**src/rtl/logic_acc_8b_if.sv**
```systemverilog
// logic_acc_8b_if: opcode/operand input handshake and registered result slot output.
interface logic_acc_8b_if #(parameter int WIDTH = 8);
    logic             in_valid;
    logic             in_ready;
    logic [2:0]       in_op;
    logic [WIDTH-1:0] in_b;
    logic             out_valid;
    logic             out_ready;
    logic [WIDTH-1:0] out_data;
    logic             out_zero;
    logic             out_carry;
    modport master (
        output in_valid, in_op, in_b, out_ready,
        input  in_ready, out_valid, out_data, out_zero, out_carry
    );
    modport slave (
        input  in_valid, in_op, in_b, out_ready,
        output in_ready, out_valid, out_data, out_zero, out_carry
    );
endinterface

```
**src/rtl/logic_acc_8b.sv**
```systemverilog
// logic_acc_8b: accumulator-based bitwise logic stage with a one-entry registered result slot.
module logic_acc_8b #(
    parameter int WIDTH = 8
) (
    input  logic             clk,
    input  logic             rst_n,
    logic_acc_8b_if.slave    bus,
    output logic [WIDTH-1:0] acc,
    output logic [7:0]       op_count
);
    typedef enum logic {EMPTY, FULL} state_t;
    state_t           state, state_nx;
    logic             accept, carry;
    logic [WIDTH-1:0] res;
    // a full slot draining this cycle frees room for a new result
    assign bus.in_ready  = (state == EMPTY) || bus.out_ready;
    assign bus.out_valid = (state == FULL);
    assign accept        = bus.in_valid && bus.in_ready;
    always_comb begin
        state_nx = state;
        state_nx = accept ? FULL : (bus.out_ready ? EMPTY : state);
    end
    always_comb begin
        res   = acc;
        carry = 1'b0;
        case (bus.in_op)
            3'b001: res = bus.in_b;
            3'b010: res = acc & bus.in_b;
            3'b011: res = acc | bus.in_b;
            3'b100: res = acc ^ bus.in_b;
            3'b101: res = ~acc;
            3'b110: {carry, res} = {acc, 1'b0};
            3'b111: {res, carry} = {1'b0, acc};
            default: res = acc;
        endcase
    end
    always_ff @(posedge clk or negedge rst_n)
        if (!rst_n) state <= EMPTY;
        else state <= state_nx;
    always_ff @(posedge clk or negedge rst_n) begin
        if (!rst_n) begin
            acc           <= '0;
            bus.out_data  <= '0;
            bus.out_zero  <= 1'b1;
            bus.out_carry <= 1'b0;
            op_count      <= '0;
        end else if (accept) begin
            acc           <= res;
            bus.out_data  <= res;
            bus.out_zero  <= (res == '0);
            bus.out_carry <= carry;
            op_count      <= op_count + 8'd1;
        end
    end
endmodule

```
**src/flat_wrapper.sv**
```systemverilog
// flat-port wrapper written by rule: the top's interface ports become plain ports
module logic_acc_8b_flat 
#(
    parameter int WIDTH = 8
)
  (clk, rst_n, acc, op_count, bus_in_valid, bus_in_op, bus_in_b, bus_out_ready, bus_in_ready, bus_out_valid, bus_out_data, bus_out_zero, bus_out_carry);
  logic_acc_8b_if #(.WIDTH(WIDTH)) bus_i ();
  input  logic clk;
  input  logic rst_n;
  output logic [WIDTH-1:0] acc;
  output logic [7:0] op_count;
  input wire logic [$bits(bus_i.in_valid)-1:0] bus_in_valid;
  input wire logic [$bits(bus_i.in_op)-1:0] bus_in_op;
  input wire logic [$bits(bus_i.in_b)-1:0] bus_in_b;
  input wire logic [$bits(bus_i.out_ready)-1:0] bus_out_ready;
  output wire logic [$bits(bus_i.in_ready)-1:0] bus_in_ready;
  output wire logic [$bits(bus_i.out_valid)-1:0] bus_out_valid;
  output wire logic [$bits(bus_i.out_data)-1:0] bus_out_data;
  output wire logic [$bits(bus_i.out_zero)-1:0] bus_out_zero;
  output wire logic [$bits(bus_i.out_carry)-1:0] bus_out_carry;
  assign bus_i.in_valid = bus_in_valid;
  assign bus_i.in_op = bus_in_op;
  assign bus_i.in_b = bus_in_b;
  assign bus_i.out_ready = bus_out_ready;
  assign bus_in_ready = bus_i.in_ready;
  assign bus_out_valid = bus_i.out_valid;
  assign bus_out_data = bus_i.out_data;
  assign bus_out_zero = bus_i.out_zero;
  assign bus_out_carry = bus_i.out_carry;
  logic_acc_8b #(.WIDTH(WIDTH)) u_core (.clk(clk), .rst_n(rst_n), .bus(bus_i), .acc(acc), .op_count(op_count));
endmodule
```
**config.mk**
```make
export PLATFORM = sky130hd
export DESIGN_NAME = logic_acc_8b_flat
export DESIGN_NICKNAME = d
export VERILOG_FILES = /design/src/rtl/logic_acc_8b_if.sv /design/src/rtl/logic_acc_8b.sv /design/src/flat_wrapper.sv
export SDC_FILE = /design/constraint.sdc
export NUM_CORES = 1
export LEC_CHECK = 0
export ABC_AREA = 1
export CORE_ASPECT_RATIO = 1.25
export CORE_MARGIN = 4
export CORE_UTILIZATION = 35
export CTS_BUF_LIST = sky130_fd_sc_hd__clkbuf_4
export CTS_CLUSTER_DIAMETER = 50
export DETAILED_ROUTE_END_ITERATION = 10
export GPL_TIMING_DRIVEN = 0
export HOLD_SLACK_MARGIN = 0.08
export REMOVE_ABC_BUFFERS = 1
export SYNTH_ARGS = -nofsm -noshare
export SYNTH_HDL_FRONTEND = slang
export SYNTH_SLANG_ARGS = --single-unit
```
**constraint.sdc**
```tcl
create_clock -name clk -period 1.9 [get_ports clk]
set_input_delay 0.19 -clock clk [delete_from_list [all_inputs] [get_ports clk]]
set_output_delay 0.19 -clock clk [all_outputs]
set_load 0.01 [all_outputs]
```
# After elaboration in Yosys (flattened, before gate mapping)
# Cells that the tools add are included.
# word_totals
reg_bits,19
latch_bits,0
ram_bits,0
romBits,0
mem_count,0
# op_classes
addsub,1
multipliers,0
div_mod_pow,0
order_cmp,0
n_eq_ne,7
shifts,0
n_mux,4
bitwise,5
n_reduce_logical,4
# ops
cell,count
$pmux 8 s7,1
$eq 3x3->1 const B,4
$add 8x1->8 const B,1
$and 8x8->8,1
$logic_not 8->1,1
$not 8->8,1
$or 8x8->8,1
$xor 8x8->8,1
$eq 3x2->1 const B,2
$eq 3x1->1 const B,1
$mux 1,2
$pmux 1 s2,1
$reduce_bool 2->1,1
$logic_and 1x1->1,1
$logic_or 1x1->1,1
$not 1->1,1

# Logic depth before layout (Yosys ltp)
# Gate-level depths: netlist of the first run.
# logic_depth
depth_word,4
ltp_mapped,14
depth_no_buf,12

# Worst setup path after synthesis of the first run
# OpenSTA, ideal clock, no wires.
# synth_timing
kind,register to register
start,"reg, netlist name u_core.bus.out_data[3]"
end,reg u_core.bus.out_zero
arrival_time_ns,1.354
setup_slack_ns,0.485
path_stages_with_launch,12
path_cell_list,dfrtp_1 inv_1 ha_1 nand3_1 o21ai_0 nor2_1 nand2_1 nand2_1 nand2_1 nor2_1 nand2_1 nand2_1
# synth_rtl
item,line,rtl
to (signal assigned),logic_acc_8b.sv:50,bus.out_zero <= (res == '0);
to (decl),logic_acc_8b_if.sv:18,"output in_ready, out_valid, out_data, out_zero, out_carry"

# Worst setup path after layout of the first run
# layout_timing
start,in bus_in_op[2]
end,reg u_core.bus.out_zero
# layout_via
elab_chain_cells,3
elab_cells_between_ends,9
classes_between,7 x eq/ne; 1 x mux; 1 x reduce/logical
# layout_rtl
item,line,rtl
from (decl),flat_wrapper.sv:13,input wire logic [$bits(bus_i.in_op)-1:0] bus_in_op;
"$eq 3x3->1, or another cell as far along",logic_acc_8b.sv:26,case (bus.in_op)
$pmux 8 s7 (*),logic_acc_8b.sv:26,
$logic_not 8->1 (*),logic_acc_8b.sv:50,
# Every way passes the cells marked *; elsewhere a longest branch is shown, timed or not.
# A chain may end at the register's enable or synchronous reset.

==> flow_metrics.tcl, run 1 <==
set metrics [dict create \
    post-route-period-util 0.879 \
    ant_nets 0 \
    hp-class "in2async" \
    fin_crit_ns 1.67 \
    worst_setup_path_end_kind "flop" \
    leakagePower_nw 1.06 \
    firstDrtPassIters 4 \
    power.density_mw_per_mm2 836 \
    grt_pass1_vias 1549 \
    worstPathArrival_ns 1.91 \
    cts_setup_buffers 0 \
    synth_edf_count 0 \
    multiInputGateArea_um2 988 \
    drv_cap 0 \
    syn_inst 245 \
    grt_pass1_wl_um 7190 \
    crit_required_ns 2.14 \
    slew_headroom 0.453 \
    worst_pin_slew_ns 0.818 \
    rsz0062_at_grt "false" \
    hold_viol_final 0 \
    synth_warnings 0 \
    setup_viol 0 \
    slew_viol_final 0 \
    port_buffers 42 \
    nets 307 \
    synthTopCellsByArea "dfrtp_1 26%, nand2_1 14%, ha_1 12%" \
    regArea_um2 477 \
    synth.top_cells.by_count "66 x nand2_1, 28 x inv_1, 23 x nor2_1, 18 x dfrtp_1, 18 x o21ai_0" \
    holdWs_ns 0.351 \
    clk_pin_slew_ns 0.11 \
    wire_per_inst_um 12.6 \
    synth.distinct_cells 27 \
    synthFlopType "dfrtp_1" \
    dieArea_mm2 0.00609 \
    drt_wl_total_um 4200 \
    via_count 1633 \
    syn_avg_cell_area_um2 7.00 \
    pre_cts_ws_ns -0.470 \
    die_y_um 86.2 \
    cts_sinks 19 \
    drt_iter0_drc 116 \
    drc 0 \
    place_congestion 0.835 \
    syn_to_final_growth_pct 22.6 \
    core_mm2 0.00473 \
    yosysSeqAreaShare 0.278 \
    startpoint_type "input pin" \
    antenna_found_initial 0 \
    start_util 0.362 \
    rows 28 \
    max_freq_mhz 599 \
    io_pins 43 \
    drive_gt1_frac 0.0620 \
    total_power_w 0.00176 \
    synth_seq_cells 19 \
    syn_area_mm2 0.00171 \
    grt_max_degree 22 \
    fin_ws_ns 0.229 \
    finClkSkew_ns 0.00112 \
    synth-async-reset-ratio 1.00 \
    yosysMostFrequentCell "nand2_1" \
    dp_hpwl_um 3120 \
    nFillCells 510 \
    htree_levels 1 \
    vias_per_cell 4.89 \
    post-synth-top-area-cell "dfrtp_1" \
    crit_type "in2reg" \
    status "complete, no violations" \
    grt_overflow_total 0 \
    crit_fanout 19 \
    numCtsBuffers 3 \
    worstSkewPairLatency_ns 0.30 \
    grt_usage 0.141 \
    clockRootBuffer "clkbuf_4" \
    num_antenna_cells 0 \
    dieWidth_um 70.6 \
    ir_drop_mv 0.692 \
    cts_tree "done" \
    clk_path_buf_depth 2 \
    synth_top_area_share 0.263 \
]
flip-flops by register name, indices dropped and copies added, names as in the netlist:
register / cells
u_core.bus.out_carry: 1
u_core.bus.out_valid: 1
u_core.op_count: 8
u_core.bus.out_zero: 1
u_core.bus.out_data: 8
worst max-delay path: stages:
cell           delay [ns]
dlygate4sd2_1        0.69
nand3_1              0.35
o21ai_0              0.25
nor2_1               0.06
nand2_1              0.06
nand2_1              0.07
nand3_1              0.08
nor2_1               0.05
nand2_1              0.05
nand2_1              0.05
placed cells by master (no fill, tap or decap), types with 2 or more instances in the layout:
master,instances
inv_1,28
inv_2,3
ha_1,17
nand3_2,2
clkbuf_4,4
dfrtp_1,18
clkdlybuf4s50_1,39
nand4_1,17
nand2_1,65
nor2_1,23
o21ai_1,7
xnor2_1,2
nand3_1,12
o21ai_0,18
clkbuf_2,2
xor2_1,5
final timing paths:
path	cells after the start	slack (ns)	to	startpoint
max in group asynchronous	1	1.05	u_core.bus.out_data[5]$_DFFE_PN0P_	rst_n
worst max register to register	7	0.25	u_core.op_count[6]$_DFFE_PN0P_	u_core.bus.out_valid$_DFFE_PN0P_
worst max-delay path	10	0.23	u_core.bus.out_zero$_DFFE_PN1P_	bus_in_op[2]
min in group clk	1	0.48	u_core.op_count[7]$_DFFE_PN0P_	u_core.op_count[7]$_DFFE_PN0P_
worst min-delay path	1	0.35	u_core.op_count[5]$_DFFE_PN0P_	rst_n
worst min register to register	1	0.48	u_core.op_count[7]$_DFFE_PN0P_	u_core.op_count[7]$_DFFE_PN0P_
where the power goes:
| group | total [W] | internal (W) | switching [W] |
|---|---|---|---|
| clock | 0.000223 | 0.0000961 | 0.000127 |
| sequential | 0.000687 | 0.000527 | 0.000159 |
| combinational | 0.000847 | 0.000444 | 0.000403 |
repair_timing:
item,CTS,global route
hold buffers,0,0
setup endpoints to repair,5,5
gates resized for setup,3,5
pin swaps,0,0
through the flow:
stage          TNS [ns]  std cells  utilization  area [um^2]
6_report              0        334        0.444         2100
5_1_grt               0        334        0.444         2100
3_5_place_dp      -3.69        330        0.440         2080
2_1_floorplan         0        228            -         1590
3_3_place_gp      -3.62        330        0.440         2080
4_1_cts               0        334        0.446         2110
cell families (layout without fill, tap and decap cells):
| kind of cell | Yosys count | count (layout) | synth area share |
|---|---|---|---|
| compound gates | 28 | 28 | 0.0847 |
| xor+xnor | 7 | 7 | 0.0358 |
| fa+ha+maj | 17 | 17 | 0.124 |
| buf+inv | 49 | 78 | 0.147 |
| flops | 19 | 19 | 0.278 |
| simple gates | 125 | 125 | 0.331 |
cell type report:
cell class              count  area share
flip-flops and latches     19       0.227
repair buffers             42       0.195
multi-input cells         177       0.470
well taps                  60      0.0357
clock buffers               4      0.0143
inverters                  32      0.0583
routing by layer:
layer  GRT usage  part of all wire  wire (um)  vias to the layer above
li1            -                 -          -                      843
met1       0.193              0.47       1960                      748
met2       0.231              0.48       2020                       38
met3      0.0197             0.044        183                        4
met4      0.0462            0.0086         36                        0
met5           0                 0          0                        -
Power figures use the tool's default switching activity.
==> inputs of run 2 (changes only) <==
--- a/config.mk
+++ b/config.mk
@@ -6,14 +6,17 @@
 export NUM_CORES = 1
 export LEC_CHECK = 0
 export ABC_AREA = 1
+export CAP_MARGIN = 20
 export CORE_ASPECT_RATIO = 1.25
 export CORE_MARGIN = 4
-export CORE_UTILIZATION = 35
+export CORE_UTILIZATION = 40
 export CTS_BUF_LIST = sky130_fd_sc_hd__clkbuf_4
 export CTS_CLUSTER_DIAMETER = 50
 export DETAILED_ROUTE_END_ITERATION = 10
+export GPL_ROUTABILITY_DRIVEN = 0
 export GPL_TIMING_DRIVEN = 0
 export HOLD_SLACK_MARGIN = 0.08
+export PLACE_DENSITY = 0.67
 export REMOVE_ABC_BUFFERS = 1
 export SYNTH_ARGS = -nofsm -noshare
 export SYNTH_HDL_FRONTEND = slang
==> flow_metrics.tcl, run 2 (synthesized netlist as in run 1, its figures left out) <==
set metrics [dict create \
    status "complete, no violations" \
    slew_viol_final 0 \
    rows 26 \
    firstDrtPassIters 4 \
    slowest_delay_ns 0.70 \
    final_common_cell "nand2_1" \
    grt_pass1_vias 1603 \
    grt_overflow_total 0 \
    io_pins 43 \
    power.density_mw_per_mm2 828 \
    num_antenna_cells 0 \
    startpoint_type "input pin" \
    cts_sinks 19 \
    rrSetupSlack_ns 0.24 \
    cts_setup_buffers 0 \
    grt_max_degree 22 \
    final_util 0.513 \
    multiInputGateArea_um2 988 \
    drv_cap 0 \
    dieArea_mm2 0.00540 \
    via_count 1630 \
    finClkSkew_ns 0.00245 \
    die_y_um 81.2 \
    regArea_um2 477 \
    numCtsBuffers 3 \
    worstSkewPairLatency_ns 0.29 \
    dp_hpwl_um 3020 \
    cp_cell_sequence "dlygate4sd2_1 -> inv_2 -> nand3_1 -> o21ai_0 -> nor2_1 -> nand2_1 -> nand2_1 -> nand2_1 -> nor2_1 -> nand2_1 -> nand2_1" \
    worst_pin_slew_ns 0.832 \
    cp.buffers_inverters 2 \
    nFillCells 429 \
    grt.met2_usage 0.283 \
    htree_levels 1 \
    start_util 0.418 \
    worstPathArrival_ns 2.00 \
    hp-class "in2async" \
    syn_to_final_growth_pct 22.6 \
    slew_headroom 0.444 \
    leakagePower_nw 1.06 \
    clk_pin_slew_ns 0.10 \
    worst_r2r_endpoint "u_core.bus.out_zero$_DFFE_PN1P_" \
    busiest_layer "met2" \
    cts_tree "done" \
    hold_viol_final 0 \
    drive_gt1_frac 0.0584 \
    port_buffers 42 \
    dp.cells 326 \
    setup_tns_ns 0 \
    core_mm2 0.00410 \
    crit_top_cell "nand2_1" \
    drc 0 \
    clk_path_buf_depth 2 \
    crit_path_top_delay_cell "dlygate4sd2_1" \
    mostFrequentLayoutCells "65 x nand2_1, 39 x clkdlybuf4s50_1, 28 x inv_1" \
    ant_nets 0 \
    drt_wl_total_um 4010 \
    rsz0062_at_grt "false" \
    final-instance-count-excl-fill 330 \
    grt_pass1_wl_um 7100 \
    nets 307 \
    post-route-period-util 0.926 \
    holdWs_ns 0.370 \
    antenna_found_initial 0 \
    grt_usage 0.164 \
    drt_iter0_drc 89 \
    worst_setup_path_end_kind "flop" \
    crit_required_ns 2.14 \
    ff2ff_path_depth 11 \
    clockRootBuffer "clkbuf_4" \
    grt_util_met1 0.211 \
    top_regs "u_core.bus.out_data x8, u_core.op_count x8" \
    crit_fanout 19 \
    max_freq_mhz 568 \
    setup_viol 0 \
    vias_per_cell 4.94 \
    endpoint "u_core.bus.out_zero$_DFFE_PN1P_" \
    r2r-start "u_core.bus.out_data[0]$_DFFE_PN0P_" \
    fin_crit_ns 1.76 \
    crit_type "in2reg" \
    ir_drop_mv 0.620 \
    grt_use_met3 0.0194 \
    startpoint "bus_in_op[0]" \
    crit_family "buffers and inverters" \
    cp_num_cells 11 \
    wire_per_inst_um 12.1 \
    dieWidth_um 66.6 \
]
==> run 2: cell types whose count changed in the layout (fill, tap and decap cells not counted) <==
cell / before / now
clkbuf_2: 2 / 1
dlygate4sd2_1: 1 / 2
==> run 2: layout make-up <==
cell class	count	area share
timing repair buffer	42	0.197
inverter	32	0.0584
tap	56	0.0334
clock buffer	4	0.0143
sequential	19	0.227
multi-input combinational	177	0.471
==> run 2: repair_timing <==
item | 4_1_cts | 5_1_grt
cloned | 0 | 0
resized for setup | 3 | 3
endpoints found under the setup margin | 4 | 5
hold buffers | 0 | 0
==> run 2: through the flow <==
step,setup slack (ns),area [um^2],total power (W)
6_report,0.140,2100,0.00174
5_1_grt,0.00453,2100,0.00191
4_1_cts,0.0324,2100,0.00176
3_5_place_dp,-0.468,2080,0.00154
3_3_place_gp,-0.475,2080,0.00154
2_1_floorplan,0.186,1590,0.00106
==> run 2: how the worst min path moves through the flow <==
| stage | end | startpoint | cells after the start |
|---|---|---|---|
| 5_1_grt | u_core.op_count[5]$_DFFE_PN0P_ | rst_n | 1 |
| 3_3_place_gp | u_core.op_count[7]$_DFFE_PN0P_ | u_core.op_count[7]$_DFFE_PN0P_ | 1 |
| 4_1_cts | u_core.op_count[5]$_DFFE_PN0P_ | rst_n | 1 |
| 3_5_place_dp | u_core.bus.out_zero$_DFFE_PN1P_ | u_core.bus.out_zero$_DFFE_PN1P_ | 2 |
| 2_1_floorplan | u_core.bus.out_carry$_DFFE_PN0P_ | rst_n | 0 |
| 6_report | u_core.op_count[6]$_DFFE_PN0P_ | rst_n | 1 |
==> run 2: report_power, final <==
part | switching [W] | internal [W] | total, W
Combinational | 0.000401 | 0.000445 | 0.000846
Sequential | 0.000158 | 0.000528 | 0.000686
Clock | 0.000112 | 0.0000959 | 0.000208
==> run 2: per-layer routing <==
layer,share of wire,wire length [um]
met1,0.46,1840
met2,0.48,1930
met3,0.053,212
met4,0.0080,32
met5,0,0
==> inputs of run 3 (changes only) <==
--- a/config.mk
+++ b/config.mk
@@ -17,6 +17,7 @@
 export GPL_TIMING_DRIVEN = 0
 export HOLD_SLACK_MARGIN = 0.08
 export PLACE_DENSITY = 0.67
+export RECOVER_POWER = 100
 export REMOVE_ABC_BUFFERS = 1
 export SYNTH_ARGS = -nofsm -noshare
 export SYNTH_HDL_FRONTEND = slang
==> flow_metrics.tcl, run 3 (synthesized netlist as in run 1, its figures left out) <==
set metrics [dict create \
    grt_usage 0.164 \
    cts_tree "done" \
    io_pins 43 \
    worstSkewPairLatency_ns 0.29 \
    dp_hpwl_um 3020 \
    ir_drop_mv 0.601 \
    hold_viol_final 0 \
    p_sw_w 0.000663 \
    p_sw_frac 0.397 \
    crit_fanout 19 \
    drc 0 \
    startpoint_type "input pin" \
    numCtsBuffers 3 \
    comb_power_share 0.470 \
    antenna_found_initial 0 \
    dieArea_mm2 0.00540 \
    dp.cells 326 \
    post_dp_cell_area_mm2 0.00208 \
    wire_per_inst_um 12.1 \
    status "complete, no violations" \
    dr_wl_met2_um 1940 \
    worst_pin_slew_ns 0.859 \
    worst_setup_path_end_kind "flop" \
    num_antenna_cells 0 \
    dr_wl_met3_um 224 \
    grt_pass1_vias 1603 \
    drt_iter0_drc 77 \
    rsz0062_at_grt "false" \
    pwr-share-clk 0.125 \
    grt_overflow_total 0 \
    die_y_um 81.2 \
    nets 307 \
    port_buffers 42 \
    clk_pin_slew_ns 0.10 \
    setup_viol 0 \
    final-instance-count-excl-fill 330 \
    ant_nets 0 \
    intPower_w 0.00101 \
    vias_per_cell 4.91 \
    core_mm2 0.00410 \
    rows 26 \
    cts_sinks 19 \
    clk_path_buf_depth 2 \
    holdBufCountCts 0 \
    via_count 1619 \
    slew_viol_final 0 \
    stdcell_area_mm2 0.00210 \
    mostFrequentLayoutCells "65 x nand2_1, 29 x dlygate4sd3_1, 28 x inv_1" \
    final_common_cell "nand2_1" \
    grt_max_degree 22 \
    total_power_w 0.00167 \
    fin_crit_ns 1.74 \
    drive_gt1_frac 0.0584 \
    hp-class "in2async" \
    worstPathArrival_ns 1.98 \
    holdWs_ns 0.448 \
    htree_levels 1 \
    m1WireLength_um 1780 \
    max_freq_mhz 574 \
    top_regs "u_core.bus.out_data x8, u_core.op_count x8" \
    grt_pass1_wl_um 7100 \
    start_util 0.418 \
    drt_wl_total_um 3990 \
    post-route-period-util 0.917 \
    seq_power_share 0.406 \
    slew_headroom 0.425 \
    firstDrtPassIters 4 \
    crit_type "in2reg" \
    dieWidth_um 66.6 \
    clockRootBuffer "clkbuf_4" \
    top_layer "met4" \
    drv_cap 0 \
    crit_required_ns 2.14 \
    syn_to_final_growth_pct 22.6 \
    power.density_mw_per_mm2 795 \
    leakagePower_nw 1.09 \
    finClkSkew_ns 0.00221 \
]
==> run 3: changes by cell type in the layout (fill, tap and decap cells not counted) <==
| cell | change |
|---|---|
| o21ai_1 | -1 |
| o21ai_0 | +1 |
| dlygate4sd3_1 | +29 |
| clkdlybuf4s50_1 | -29 |
==> run 3: path summary, 6_finish.rpt <==
kind	start	end	slack (ns)	depth (start not counted)
worst max-delay path	bus_in_op[0]	u_core.bus.out_zero$_DFFE_PN1P_	0.16	11
worst min-delay path	rst_n	u_core.op_count[6]$_DFFE_PN0P_	0.45	1
worst max register to register	u_core.bus.out_data[0]$_DFFE_PN0P_	u_core.bus.out_zero$_DFFE_PN1P_	0.25	11
worst min register to register	u_core.op_count[7]$_DFFE_PN0P_	u_core.op_count[7]$_DFFE_PN0P_	0.47	1
max in group asynchronous	rst_n	u_core.bus.out_valid$_DFFE_PN0P_	0.92	1
min in group clk	u_core.op_count[7]$_DFFE_PN0P_	u_core.op_count[7]$_DFFE_PN0P_	0.47	1
==> run 3: what timing repair did <==
action,in CTS,in global routing
cloned,0,0
resized for setup,3,3
endpoints found under the setup margin,4,5
setup buffers,0,0
==> run 3: final cells by class <==
type | count | area, um^2
Fill cell | 429 | 2000
Timing Repair Buffer | 42 | 413
Inverter | 32 | 123
Clock buffer | 4 | 30.0
Multi-Input combinational cell | 177 | 988
Tap cell | 56 | 70.1
Sequential cell | 19 | 477
==> run 3: through the flow <==
stage	setup slack, ns	setup TNS (ns)	utilization
4_1_cts	0.0324	0	0.513
5_1_grt	0.00454	0	0.513
6_report	0.157	0	0.513
3_5_place_dp	-0.468	-3.48	0.506
3_3_place_gp	-0.475	-3.41	0.506
2_1_floorplan	0.186	0	-
==> run 3: power by group through the flow <==
stage	registers, W	logic, W	clock network [W]
after CTS	0.000687	0.000855	0.000220
final	0.000678	0.000784	0.000208
after detailed placement	0.000690	0.000855	0
after global placement	0.000693	0.000844	0
after global routing	0.000708	0.000893	0.000238
after floorplan	0.000741	0.000320	0
==> run 3: worst max-delay path, stage by stage <==
cell and delay [ns]:
dlygate4sd2_1 0.69, inv_2 0.20, nand3_1 0.25, o21ai_0 0.11, nor2_1 0.11, nand2_1 0.06, nand2_1 0.10, nand2_1 0.06
nor2_1 0.09, nand2_1 0.07, nand2_1 0.06
==> run 3: per-layer routing <==
metal / vias up / global-route usage
met5: - / 0
met1: 722 / 0.211
met2: 52 / 0.283
met3: 6 / 0.0194
met4: 0 / 0.0508
li1: 839 / -
